File: src/rtl/gpio_in_cond.sv
// Synchronizes and debounces raw GPIO input pins, and captures enabled edges as sticky irq flags.
// Latency: 2 sync edges + DB_TICKS (debounce on, GPIO_IN_DEBOUNCE_EN defined) or a fixed 3 edges (off).
// Backpressure: none; all outputs are free-running registered levels.
module gpio_in_cond #(
    parameter int IN_W     = 8,
    parameter int DB_W     = 16,
    parameter int DB_TICKS = 1000
) (
    input  logic            clk,
    input  logic            rst,
    input  logic [IN_W-1:0] pin_in,
    input  logic [IN_W-1:0] rise_en,
    input  logic [IN_W-1:0] fall_en,
    input  logic [IN_W-1:0] irq_clr,
    output logic [IN_W-1:0] gpio_in,
    output logic [IN_W-1:0] irq_pend,
    output logic            irq
);

    if (DB_TICKS < 1 || DB_TICKS > (1 << DB_W) - 1) begin : g_bad_ticks
        $error("gpio_in_cond: DB_TICKS out of range for DB_W");
    end

    logic [IN_W-1:0] s1;
    logic [IN_W-1:0] s2;
    logic [IN_W-1:0] gpio_nxt;
    logic [IN_W-1:0] rise;
    logic [IN_W-1:0] fall;
    logic [IN_W-1:0] pend_nxt;

    always_ff @(posedge clk) begin
        if (!rst) begin
            s1 <= '0;
            s2 <= '0;
        end else begin
            s1 <= pin_in;
            s2 <= s1;
        end
    end

`ifdef GPIO_IN_DEBOUNCE_EN
    localparam logic [DB_W-1:0] TERM = DB_W'(DB_TICKS - 1);

    logic [DB_W-1:0] cnt [IN_W];

    // A new level is accepted on the edge where its run of differing samples reaches DB_TICKS.
    always_comb begin
        gpio_nxt = gpio_in;
        for (int i = 0; i < IN_W; i++) begin
            if (s2[i] != gpio_in[i] && cnt[i] == TERM) begin
                gpio_nxt[i] = s2[i];
            end
        end
    end

    always_ff @(posedge clk) begin
        if (!rst) begin
            for (int i = 0; i < IN_W; i++) begin
                cnt[i] <= '0;
            end
        end else begin
            for (int i = 0; i < IN_W; i++) begin
                if (s2[i] == gpio_in[i] || cnt[i] == TERM) begin
                    cnt[i] <= '0;
                end else begin
                    cnt[i] <= cnt[i] + DB_W'(1);
                end
            end
        end
    end
`else
    assign gpio_nxt = s2;
`endif

    assign rise     = gpio_nxt & ~gpio_in & rise_en;
    assign fall     = ~gpio_nxt & gpio_in & fall_en;
    // Set is ORed in after the clear so a colliding set wins.
    assign pend_nxt = (irq_pend & ~irq_clr) | rise | fall;

    always_ff @(posedge clk) begin
        if (!rst) begin
            gpio_in  <= '0;
            irq_pend <= '0;
            irq      <= 1'b0;
        end else begin
            gpio_in  <= gpio_nxt;
            irq_pend <= pend_nxt;
            irq      <= |pend_nxt;
        end
    end

endmodule

File: config.mk
export PLATFORM = sky130hd
export DESIGN_NAME = gpio_in_cond
export DESIGN_NICKNAME = d
export VERILOG_FILES = /design/src/rtl/gpio_in_cond.sv
export SDC_FILE = /design/constraint.sdc
export NUM_CORES = 1
export LEC_CHECK = 0
export ABC_CLOCK_PERIOD_IN_PS = 1050
export CORE_MARGIN = 2
export CORE_UTILIZATION = 36
export CTS_CLUSTER_SIZE = 40
export DETAILED_ROUTE_END_ITERATION = 8
export PLACE_DENSITY = 0.75
export SLEW_MARGIN = 40
export SYNTH_ARGS = -nofsm -noshare
export SYNTH_HDL_FRONTEND = slang
export SYNTH_SLANG_ARGS = --single-unit
File: constraint.sdc
create_clock -name clk -period 1.05 [get_ports clk]
set_clock_uncertainty 0.1 [all_clocks]
set_input_delay 0.21 -clock clk [delete_from_list [all_inputs] [get_ports clk]]
set_output_delay 0.21 -clock clk [all_outputs]
set_load 0.03 [all_outputs]
# ---- Word-level counts from Yosys, hierarchy flattened
# Index checks and enable logic that the tools add are counted.
dict set report word_totals {
  regBits 33
  inputBits 34
  wordCells 16
}
dict set report classes {
  bitwise_logic 10
  n_reduce_logical 1
}
# op n
set op_table {}
lappend op_table {{8-bit bitwise AND} 5}
lappend op_table {{8-bit inverter} 3}
lappend op_table {{8-bit bitwise OR} 2}
lappend op_table {{8-bit OR reduction} 1}

# ---- Depth between registers and ports, before layout
# Gate-level depths: netlist of run 1.
dict set report depth {
  ltp_word 6
  ltp_mapped 4
  depth_no_buf 4
}

# ---- Worst setup path after synthesis of run 1
# OpenSTA, ideal clock, no wires.
dict set report synth_timing {
  kind {register to register}
  from {register gpio_in[6]}
  to {register irq}
  setup_ps 125
  arrival_ps 1018
  path_slack_ps -194
  stages_incl_launch_ff 4
  path_buffers 0
  path_cell_list {dfxtp_1 o221ai_2 nor4_2 a21boi_1}
}
dict set report synth_between {
  elab_chain_len 6
  word_cells_on_any_way 8
  classes_between {bitwise (7); reduce/logical (1)}
}
# element line
set synth_rtl {}
lappend synth_rtl {{from (decl)} 15} ;# output logic [IN_W-1:0] gpio_in,
lappend synth_rtl {{from (signal assigned)} 86} ;# gpio_in <= gpio_nxt;
lappend synth_rtl {{8-bit inverter} 75} ;# assign rise = gpio_nxt & ~gpio_in & rise_en;
lappend synth_rtl {{8-bit bitwise AND (2 in series)} 75}
lappend synth_rtl {{8-bit bitwise OR} 78} ;# assign pend_nxt = (irq_pend & ~irq_clr) | rise | fall;
lappend synth_rtl {{8-bit bitwise OR *} 78}
lappend synth_rtl {{8-bit OR reduction *} 88} ;# irq <= |pend_nxt;
lappend synth_rtl {{to (signal assigned)} 88}
lappend synth_rtl {{to (decl)} 17} ;# output logic irq
# Mark *: on every way between the ends. The rest lies on a longest branch, timed or not.
# A chain may end at the register's enable or synchronous reset.

# ---- Final worst setup path of run 1
dict set report layout_timing {
  from {register gpio_in[1]}
  to {output port gpio_in[1]}
}
# No word-level cell between the ends.

==> results by group, run 1 <==
Run status
  – Status: complete, but fails checks
  – Failing checks: negative setup slack

Route
  – Final WL: 2.31 mm
  – Drc violations: 0
  – Via Count: 892
  – Total iterations of the first detailed-routing run: 4
  – Routed len/inst: 11.8 um
  – Post-route ant nets: 0
  – DR vias/cell: 4.57
  – DRT iter0 DRCs: 6

Floorplanning
  – DIE HEIGHT: 59.8 um
  – I/O pins: 51
  – Die area: 0.00357 mm2
  – Core area: 0.00300 mm2
  – Initial Util: 37.3%
  – FP Rows: 20
  – Die width: 59.8 um

STA
  – Slew @ Worst Pin: 0.260 ns
  – # setup viols final: 18
  – Post-route setup TNS: -1.18 ns
  – Setup WS post-layout: -0.143 ns
  – Fin crit share: 114%
  – Min Clock Period, post-route: 1.19 ns
  – Endpoints failing hold: 0
  – Highest Clock Rate: 838 MHz
  – Max-slew headroom: 82.6%
  – RSZ-0062 raised after global routing: yes
  – Slew Limit Fails: 0
  – Worst hold slack: 0.336 ns

Global route
  – GRT overflow: 0
  – Initial antenna violation count: 0
  – Vias in the first global route: 858
  – First-pass GRT wire length: 3.62 mm
  – Largest net degree at the start of global routing: 34
  – GR Util All Layers: 14.0%

Worst setup path
  – Critical path class: reg -> out
  – CP max stage cell: dfxtp_2
  – CP Buf/Inv Count: 2
  – Crit path cell chain: buf_6 -> buf_6
  – Crit-path leading delay family: flip-flops
  – CP endpoint kind: output pin
  – CP arrival: 0.88 ns
  – Crit Path Max Fanout: 3
  – Worst path most repeated cell: buf_6
  – Critical Path RT: 0.74 ns
  – Crit-path max cell delay: 0.34 ns
  – Crit path launch type: register

Final layout
  – Finished Layout Cells: 195
  – Nets@finish: 195
  – Share of layout cells above drive strength 1: 37.0%
  – Filler cell count: 250
  – # diodes: 0
  – Area Growth Syn to Fin: 62.8%

Logic synthesis
  – Syn Inst Count: 103
  – Sequential share of the synthesized area: 59.0%
  – Count leader, synth: dfxtp_1
  – Ys Warns: 0
  – Synth top area share: 59.0%
  – Most used DFF post-synth: dfxtp_1
  – Synthesized area per cell: 10.9 um2
  – Post-synth ARST share: 0%
  – Post-Syn Area: 0.00112 mm2
  – Yosys cell types: 13
  – Syn nets: 137
  – Post-synth top cells: dfxtp_1 (33), and2_1 (28), nand2_1 (8), nand3b_1 (8), nand2b_1 (7)
  – Post-synth EDFFs: 0
  – Synth area leaders: dfxtp_1 (59%), and2_1 (16%), nand3b_1 (5.4%), o211ai_1 (4.0%), nand2b_1 (3.9%)
  – Yosys top cell by area: dfxtp_1
  – FF+latch count, synth: 33

Clocking
  – CTS root buf: clkbuf_4
  – H-tree levels: 2
  – Clk_lat worst skew: 0.31 ns
  – CTS Buf Count: 5
  – CTS tree: built
  – Sink Count: 33
  – CTS max path bufs: 2
  – Register clock-pin slew on the reported worst setup and hold paths: 0.09 ns

Placed design
  – Port buffer count: 50
  – Placed cell count: 186
  – Dpl hpwl: 1.74 mm
  – Routability cong.: 0.747

Job
  – MaxCap Viol Count: 0

Power
  – Max VDD drop: 0.759 mV
  – Leak: 0.725 nW
  – Final Power: 2.36 mW
  – Power Density: 1300 mW/mm2

Min path
  – Worst min path class: reg -> reg
-- through the flow --
| stage | util (%) | instance area [um2] | worst slack [ns] |
|---|---|---|---|
| 6_report | 60.7 | 1820 | -0.143 |
| 5_1_grt | 60.7 | 1820 | -0.194 |
| 4_1_cts | 60.3 | 1810 | -0.171 |
| 3_5_place_dp | 55.6 | 1670 | -0.458 |
| 3_3_place_gp | 55.6 | 1670 | -0.451 |
| 2_1_floorplan | - | 1150 | -0.0562 |
-- flip-flops by register name (all words and copies together), names as in the netlist --
register  flops
gpio_nxt      8
s1            8
irq_pend      8
gpio_in       8
irq           1
-- final cells by class --
| type | count | area, um2 | area share [%] |
|---|---|---|---|
| Clock buffer | 8 | 58.8 | 3.23 |
| Tap cell | 33 | 41.3 | 2.26 |
| Timing Repair Buffer | 54 | 572 | 31.4 |
| Multi-Input combinational cell | 66 | 447 | 24.5 |
| Sequential cell | 33 | 701 | 38.4 |
| Inverter | 1 | 3.75 | 0.206 |
-- worst paths after layout --
path,startpoint,endpoint,slack (ns),depth (start not counted)
hold / removal,s1[2],gpio_nxt[2],0.34,1
hold reg to reg,s1[2],gpio_nxt[2],0.34,1
setup / recovery,gpio_in[1],gpio_in[1],-0.14,2
setup reg to reg,gpio_nxt[0],irq,-0.13,4
-- report_power, final --
group,switching (mW),internal [mW]
Sequential,0.0289,1.30
Combinational,0.120,0.216
Clock,0.366,0.330
Total,0.514,1.85
-- cells by family (layout without fill, tap and decap cells) --
logic type / after synthesis / after routing / synth area share [%]
AO/OA/AOI/OAI: 9 / 9 / 7.15
buffers and inverters: 4 / 63 / 1.34
flip-flops: 33 / 33 / 59.0
AND/OR/NAND/NOR: 57 / 57 / 32.5
-- per-layer routing --
layer	GRT usage (%)	share of wire [%]
met1	13.7	39
met2	26.2	53
met3	6.06	7.1
met4	3.81	0.69
met5	0	0
-- layout by cell type, fill, tap and decap left out, types with 2 or more instances in the layout --
cell type	instances
nand3b_1	8
clkdlybuf4s50_1	33
dfxtp_2	20
nor4_2	2
and2_1	28
clkbuf_4	5
and2_2	4
nand2b_1	7
nand2_1	7
dfxtp_4	4
buf_6	19
clkbuf_1	2
dfxtp_1	9
o211ai_1	6
-- what timing repair did --
| action | in CTS | in global routing |
|---|---|---|
| setup buffers | 0 | 1 |
| endpoints found under the setup margin | 18 | 19 |
| pin swaps | 3 | 5 |
| hold buffers | 0 | 0 |
| resized for setup | 27 | 3 |
Power figures use the tool's default switching activity.
==> run 2, diff against run 1 <==
- GPL_TIMING_DRIVEN: not set -> 0
==> results by group, run 2 (synthesis gave the netlist of run 1 again) <==
Worst setup path
  – Critical path class: reg -> reg
  – Critical Path RT: 1.16 ns (+0.42 ns)
  – Worst reg2reg path depth: 4 (unchanged)
  – CP endpoint kind: register
  – Crit path launch type: register
  – Crit Path Max Fanout: 3 (unchanged)
  – R2r setup slk: -0.1 ns (+0.03 ns)
  – CP arrival: 1.25 ns (+0.37 ns)

Route
  – Post-route ant nets: 0 (unchanged)
  – Total iterations of the first detailed-routing run: 4 (unchanged)
  – Drc violations: 0 (unchanged)
  – DRT iter0 DRCs: 6 (unchanged)
  – Via Count: 898 (+0.67%)
  – Final WL: 2.41 mm (+4.3%)
  – Routed len/inst: 12.3 um (+4.3%)
  – DR vias/cell: 4.61 (+0.67%)

Clocking
  – H-tree levels: 2 (unchanged)
  – CTS max path bufs: 2 (unchanged)
  – CTS root buf: clkbuf_4
  – Register clock-pin slew on the reported worst setup and hold paths: 0.09 ns (about the same)
  – Sink Count: 33 (unchanged)
  – Post-CTS Hold Fix Bufs: 0 (unchanged)
  – CTS Buf Count: 5 (unchanged)
  – Clk_lat worst skew: 0.32 ns (about the same)
  – CTS tree: built

Final layout
  – Nets@finish: 195 (unchanged)
  – Share of layout cells above drive strength 1: 36.4% (-0.62 points)
  – Most frequent cells in the layout: clkdlybuf4s50_1 (31), and2_1 (28), dfxtp_2 (18), buf_6 (17), dfxtp_1 (11)
  – Most common cell after layout, fill and taps aside: clkdlybuf4s50_1
  – FF/Latch Area: 698 um2 (-0.36%)
  – Filler cell count: 259 (+3.6%)
  – Area Growth Syn to Fin: 61.3%
  – Finished Layout Cells: 195 (unchanged)
  – Multi-input gate area: 444 um2 (-0.56%)
  – Post-Layout Inst Area: 0.00181 mm2 (-0.89%)
  – # diodes: 0 (unchanged)

Global route
  – Vias in the first global route: 897 (+4.5%)
  – GRT overflow: 0 (unchanged)
  – GR Util All Layers: 14.8% (+0.85 points)
  – First-pass GRT wire length: 3.88 mm (+7.2%)
  – Largest net degree at the start of global routing: 11 (-68%)
  – Initial antenna violation count: 0 (unchanged)

STA
  – Highest Clock Rate: 873 MHz (+4.1%)
  – Max-slew headroom: 79.8% (-2.7 points)
  – Fin crit share: 109% (-4.5 points)
  – RSZ-0062 raised after global routing: yes
  – Setup WS post-layout: -0.0960 ns (+0.0468 ns)
  – Endpoints failing hold: 0 (unchanged)
  – Slew Limit Fails: 0 (unchanged)
  – Slew @ Worst Pin: 0.301 ns (+0.0408 ns)
  – # setup viols final: 18 (unchanged)
  – Min Clock Period, post-route: 1.15 ns (-0.0468 ns)

Floorplanning
  – I/O pins: 51 (unchanged)
  – DIE HEIGHT: 59.8 um (unchanged)
  – FP Rows: 20 (unchanged)
  – Die area: 0.00357 mm2 (unchanged)
  – Initial Util: 37.3% (unchanged)
  – Die width: 59.8 um (unchanged)
  – Core area: 0.00300 mm2 (unchanged)

Placed design
  – Port buffer count: 50 (unchanged)
  – Placed cell count: 186 (unchanged)
  – Routability cong.: 0.736 (-1.5%)
  – Placed cell areas: 0.00169 mm2 (+1.1%)
  – Dpl hpwl: 1.92 mm (+10%)

Power
  – Final Power: 2.44 mW (+3.2%)
  – Leak: 0.742 nW (+2.4%)
  – Power Density: 1350 mW/mm2 (+4.1%)
  – Max VDD drop: 0.806 mV (+6.2%)

Run status
  – Failing checks: negative setup slack
  – Status: complete, but fails checks

Job
  – MaxCap Viol Count: 0 (unchanged)

Min path
  – Worst min path class: in -> reg
  – Worst Hold Depth: 4 (+3)
-- run 2: through the flow --
step / setup slack, ns / setup TNS [ns] / hold WS, ns / util, %
final: -0.0960 / -1.09 / 0.312 / 60.2
after global routing: -0.145 / -1.84 / 0.332 / 60.2
after CTS: -0.113 / -1.44 / 0.341 / 59.9
after detailed placement: -0.457 / -16.10 / 0.319 / 56.3
after global placement: -0.460 / -15.90 / 0.314 / 56.3
after floorplan: -0.0562 / -0.0562 / 0.237 / -
-- run 2: final cells by class --
| cell class | count | share of cell area (%) |
|---|---|---|
| multi-input cells | 66 | 24.6 |
| plain buffers | 3 | 0.831 |
| clock inverters | 1 | 0.277 |
| clock buffers | 7 | 3.60 |
| inverters | 1 | 0.208 |
| repair buffers | 51 | 29.6 |
| well taps | 33 | 2.29 |
| flip-flops and latches | 33 | 38.6 |
-- run 2: critical path, cell delays in order (launching register included) --
cell	delay, ns
dfxtp_2	0.35
nand3b_1	0.11
o211ai_1	0.13
nor4_2	0.26
a21boi_1	0.09
-- run 2: worst paths after layout --
path,startpoint,endpoint
worst max-delay path,gpio_nxt[5],irq
worst min-delay path,rise_en[3],irq_pend[3]
worst max register to register,gpio_nxt[5],irq
worst min register to register,s1[2],gpio_nxt[2]
-- run 2: repair_timing --
action / in CTS / in global routing
setup buffers: 1 / 0
setup endpoints to repair: 40 / 24
gates resized for setup: 128 / 5
pin swaps: 3 / 6
cloned: 0 / 0
hold endpoints to repair: 0 / 0
-- run 2: where the power goes --
part           switching (mW)  internal (mW)
Combinational           0.120          0.207
Clock                   0.392          0.388
Sequential             0.0284           1.30
-- run 2: routing by layer --
layer / GRT usage [%] / part of all wire [%] / vias to the layer above
met3: 5.41 / 7.9 / 2
met5: 0 / 0 / -
li1: - / - / 457
met2: 26.9 / 52 / 35
met4: 5.40 / 0.50 / 0
met1: 15.5 / 40 / 404
==> run 3, diff against run 2 <==
- CELL_PAD_IN_SITES_DETAIL_PLACEMENT: not set -> 0
- CELL_PAD_IN_SITES_GLOBAL_PLACEMENT: not set -> 1
- CORE_UTILIZATION: 36 -> 27
==> results by group, run 3 (synthesis gave the netlist of run 1 again) <==
Route
  – Via Count: 881 (-1.9%)
  – Final WL: 2.50 mm (+3.6%)
  – DR vias/cell: 4.18 (-9.3%)
  – Total iterations of the first detailed-routing run: 2 (-2)
  – Drc violations: 0 (unchanged)
  – Post-route ant nets: 0 (unchanged)
  – Routed len/inst: 11.8 um (-4.2%)
  – DRT iter0 DRCs: 14 (+8)

Worst setup path
  – CP max stage cell: dfxtp_4
  – CP arrival: 0.87 ns (-0.38 ns)
  – Worst reg2reg path depth: 4 (unchanged)
  – R2R Path End: irq
  – Crit Path Max Fanout: 3 (unchanged)
  – Crit path cell chain: buf_4 -> buf_6
  – CP Buf/Inv Count: 2 (+2)
  – Crit path launch type: register
  – Crit-path leading delay family: flip-flops
  – Crit-path max cell delay: 0.35 ns (about the same)
  – CP endpoint kind: output pin
  – R2r setup slk: -0.11 ns (about the same)
  – Critical path class: reg -> out
  – Critical Path RT: 0.74 ns (-0.42 ns)
  – Worst reg2reg startpoint: gpio_nxt[6]

Final layout
  – Most common cell after layout, fill and taps aside: and2_1
  – Finished Layout Cells: 211 (+8.2%)
  – Fin util: 46.8% (-13 points)
  – # diodes: 0 (unchanged)
  – Nets@finish: 196 (+0.51%)
  – Share of layout cells above drive strength 1: 37.3% (+0.85 points)
  – Area Growth Syn to Fin: 67.2%
  – Most frequent cells in the layout: and2_1 (28), clkdlybuf4s50_1 (27), dfxtp_2 (17), buf_6 (17), dfxtp_1 (11)

Clocking
  – Clk_lat worst skew: 0.27 ns (-0.05 ns)
  – Register clock-pin slew on the reported worst setup and hold paths: 0.06 ns (-0.03 ns)
  – Sink Count: 33 (unchanged)
  – H-tree levels: 2 (unchanged)
  – CTS max path bufs: 2 (unchanged)
  – CTS Buf Count: 5 (unchanged)
  – CTS tree: built
  – CTS root buf: clkbuf_8
  – Post-CTS Hold Fix Bufs: 0 (unchanged)

STA
  – Slew @ Worst Pin: 0.261 ns (-0.0402 ns)
  – RSZ-0062 raised after global routing: yes
  – # setup viols final: 13 (-5)
  – Endpoints failing hold: 0 (unchanged)
  – Max-slew headroom: 82.5% (+2.7 points)
  – Highest Clock Rate: 846 MHz (-3.1%)
  – Fin crit share: 113% (+3.5 points)
  – Min Clock Period, post-route: 1.18 ns (+0.0363 ns)
  – Setup WS post-layout: -0.132 ns (-0.0363 ns)
  – Slew Limit Fails: 0 (unchanged)

Floorplanning
  – Die width: 68.4 um (+14%)
  – Initial Util: 28.0% (-9.3 points)
  – I/O pins: 51 (unchanged)
  – Die area: 0.00468 mm2 (+31%)
  – Core area: 0.00400 mm2 (+33%)
  – FP Rows: 23 (+15%)
  – DIE HEIGHT: 68.4 um (+14%)

Global route
  – Vias in the first global route: 937 (+4.5%)
  – Initial antenna violation count: 0 (unchanged)
  – First-pass GRT wire length: 4.10 mm (+5.5%)
  – GR Util All Layers: 12.2% (-2.6 points)
  – Largest net degree at the start of global routing: 11 (unchanged)
  – GRT overflow: 0 (unchanged)

Min path
  – Worst Hold Depth: 2 (-2)
  – Hold EP: irq
  – Hold path start: rst
  – Worst min path class: in -> reg

Power
  – Final Power: 2.51 mW (+2.9%)
  – Leak: 0.786 nW (+5.9%)
  – Switching share of total power: 22.3% (+0.097 points)
  – Switching pwr: 559 uW (+3.3%)
  – Combinational share of power: 13.3% (about the same)
  – Clk pwr share: 33.6% (+1.6 points)
  – Internal power: 1.95 mW (+2.7%)
  – Share of power burned in registers: 53.0% (-1.5 points)
  – Power Density: 1340 mW/mm2 (-0.71%)
  – Max VDD drop: 0.716 mV (-11%)

Run status
  – Status: complete, but fails checks
  – Failing checks: negative setup slack

Placed design
  – Dpl hpwl: 1.89 mm (-1.6%)
  – Routability cong.: 0.648 (-12%)
  – Placed cell count: 203 (+9.1%)
  – Port buffer count: 50 (unchanged)

Job
  – MaxCap Viol Count: 0 (unchanged)
==> run 3: cell count changes in the layout (fill, tap and decap cells not counted), moves of 2 or more <==
cell	previous run	this run
clkbuf_2	2	0
clkbuf_4	5	1
buf_4	1	3
clkdlybuf4s50_1	31	27
dlymetal6s2s_1	2	5
clkbuf_8	2	6
==> run 3: how the worst max path moves through the flow <==
stage | depth (start not counted) | endpoint | start | slack, ns
floorplan | 4 | irq | gpio_in[7] | -0.06
global placement | 3 | gpio_in[6] | rst | -0.52
detailed placement | 3 | gpio_in[6] | rst | -0.50
CTS | 4 | irq | gpio_nxt[6] | -0.16
global route | 4 | irq | gpio_nxt[6] | -0.21
finish | 2 | gpio_in[6] | gpio_in[6] | -0.13
==> run 3: through the flow <==
stage	setup TNS, ns	hold slack, ns	worst slack (ns)	area [um2]
after floorplan	-0.0562	0.237	-0.0562	1150
after global placement	-17.31	0.316	-0.518	1710
after detailed placement	-17.87	0.318	-0.503	1710
after CTS	-0.427	0.333	-0.157	1830
after global routing	-0.882	0.223	-0.212	1870
final	-0.368	0.210	-0.132	1870
==> run 3: routing by layer <==
metal	up-vias	GRT usage, %	wire [um]
met5	-	0	0
met4	0	7.50	56
met3	5	4.93	199
met2	34	19.7	1200
met1	390	13.3	1030
li1	452	-	-
==> run 3: timing repair <==
item,in CTS,in global routing
setup endpoints to repair,48,40
pin swaps,3,11
gates resized for setup,129,15
setup buffers,1,1
==> run 3: final cells by class <==
cell class              instances  area, um2
fillers                       361       2130
flip-flops and latches         33        701
repair buffers                 52        548
multi-input cells              66        454
clock buffers                   5       68.8
well taps                      50       62.6
plain buffers                   3       28.8
clock inverters                 1       5.00
inverters                       1       3.75
==> run 3: power by group through the flow <==
stage	sequential [mW]	clock (mW)	combinational, mW
2_1_floorplan	1.40	0	0.0854
3_3_place_gp	1.35	0	0.321
3_5_place_dp	1.35	0	0.325
4_1_cts	1.33	0.875	0.338
5_1_grt	1.34	0.934	0.362
6_report	1.33	0.843	0.334
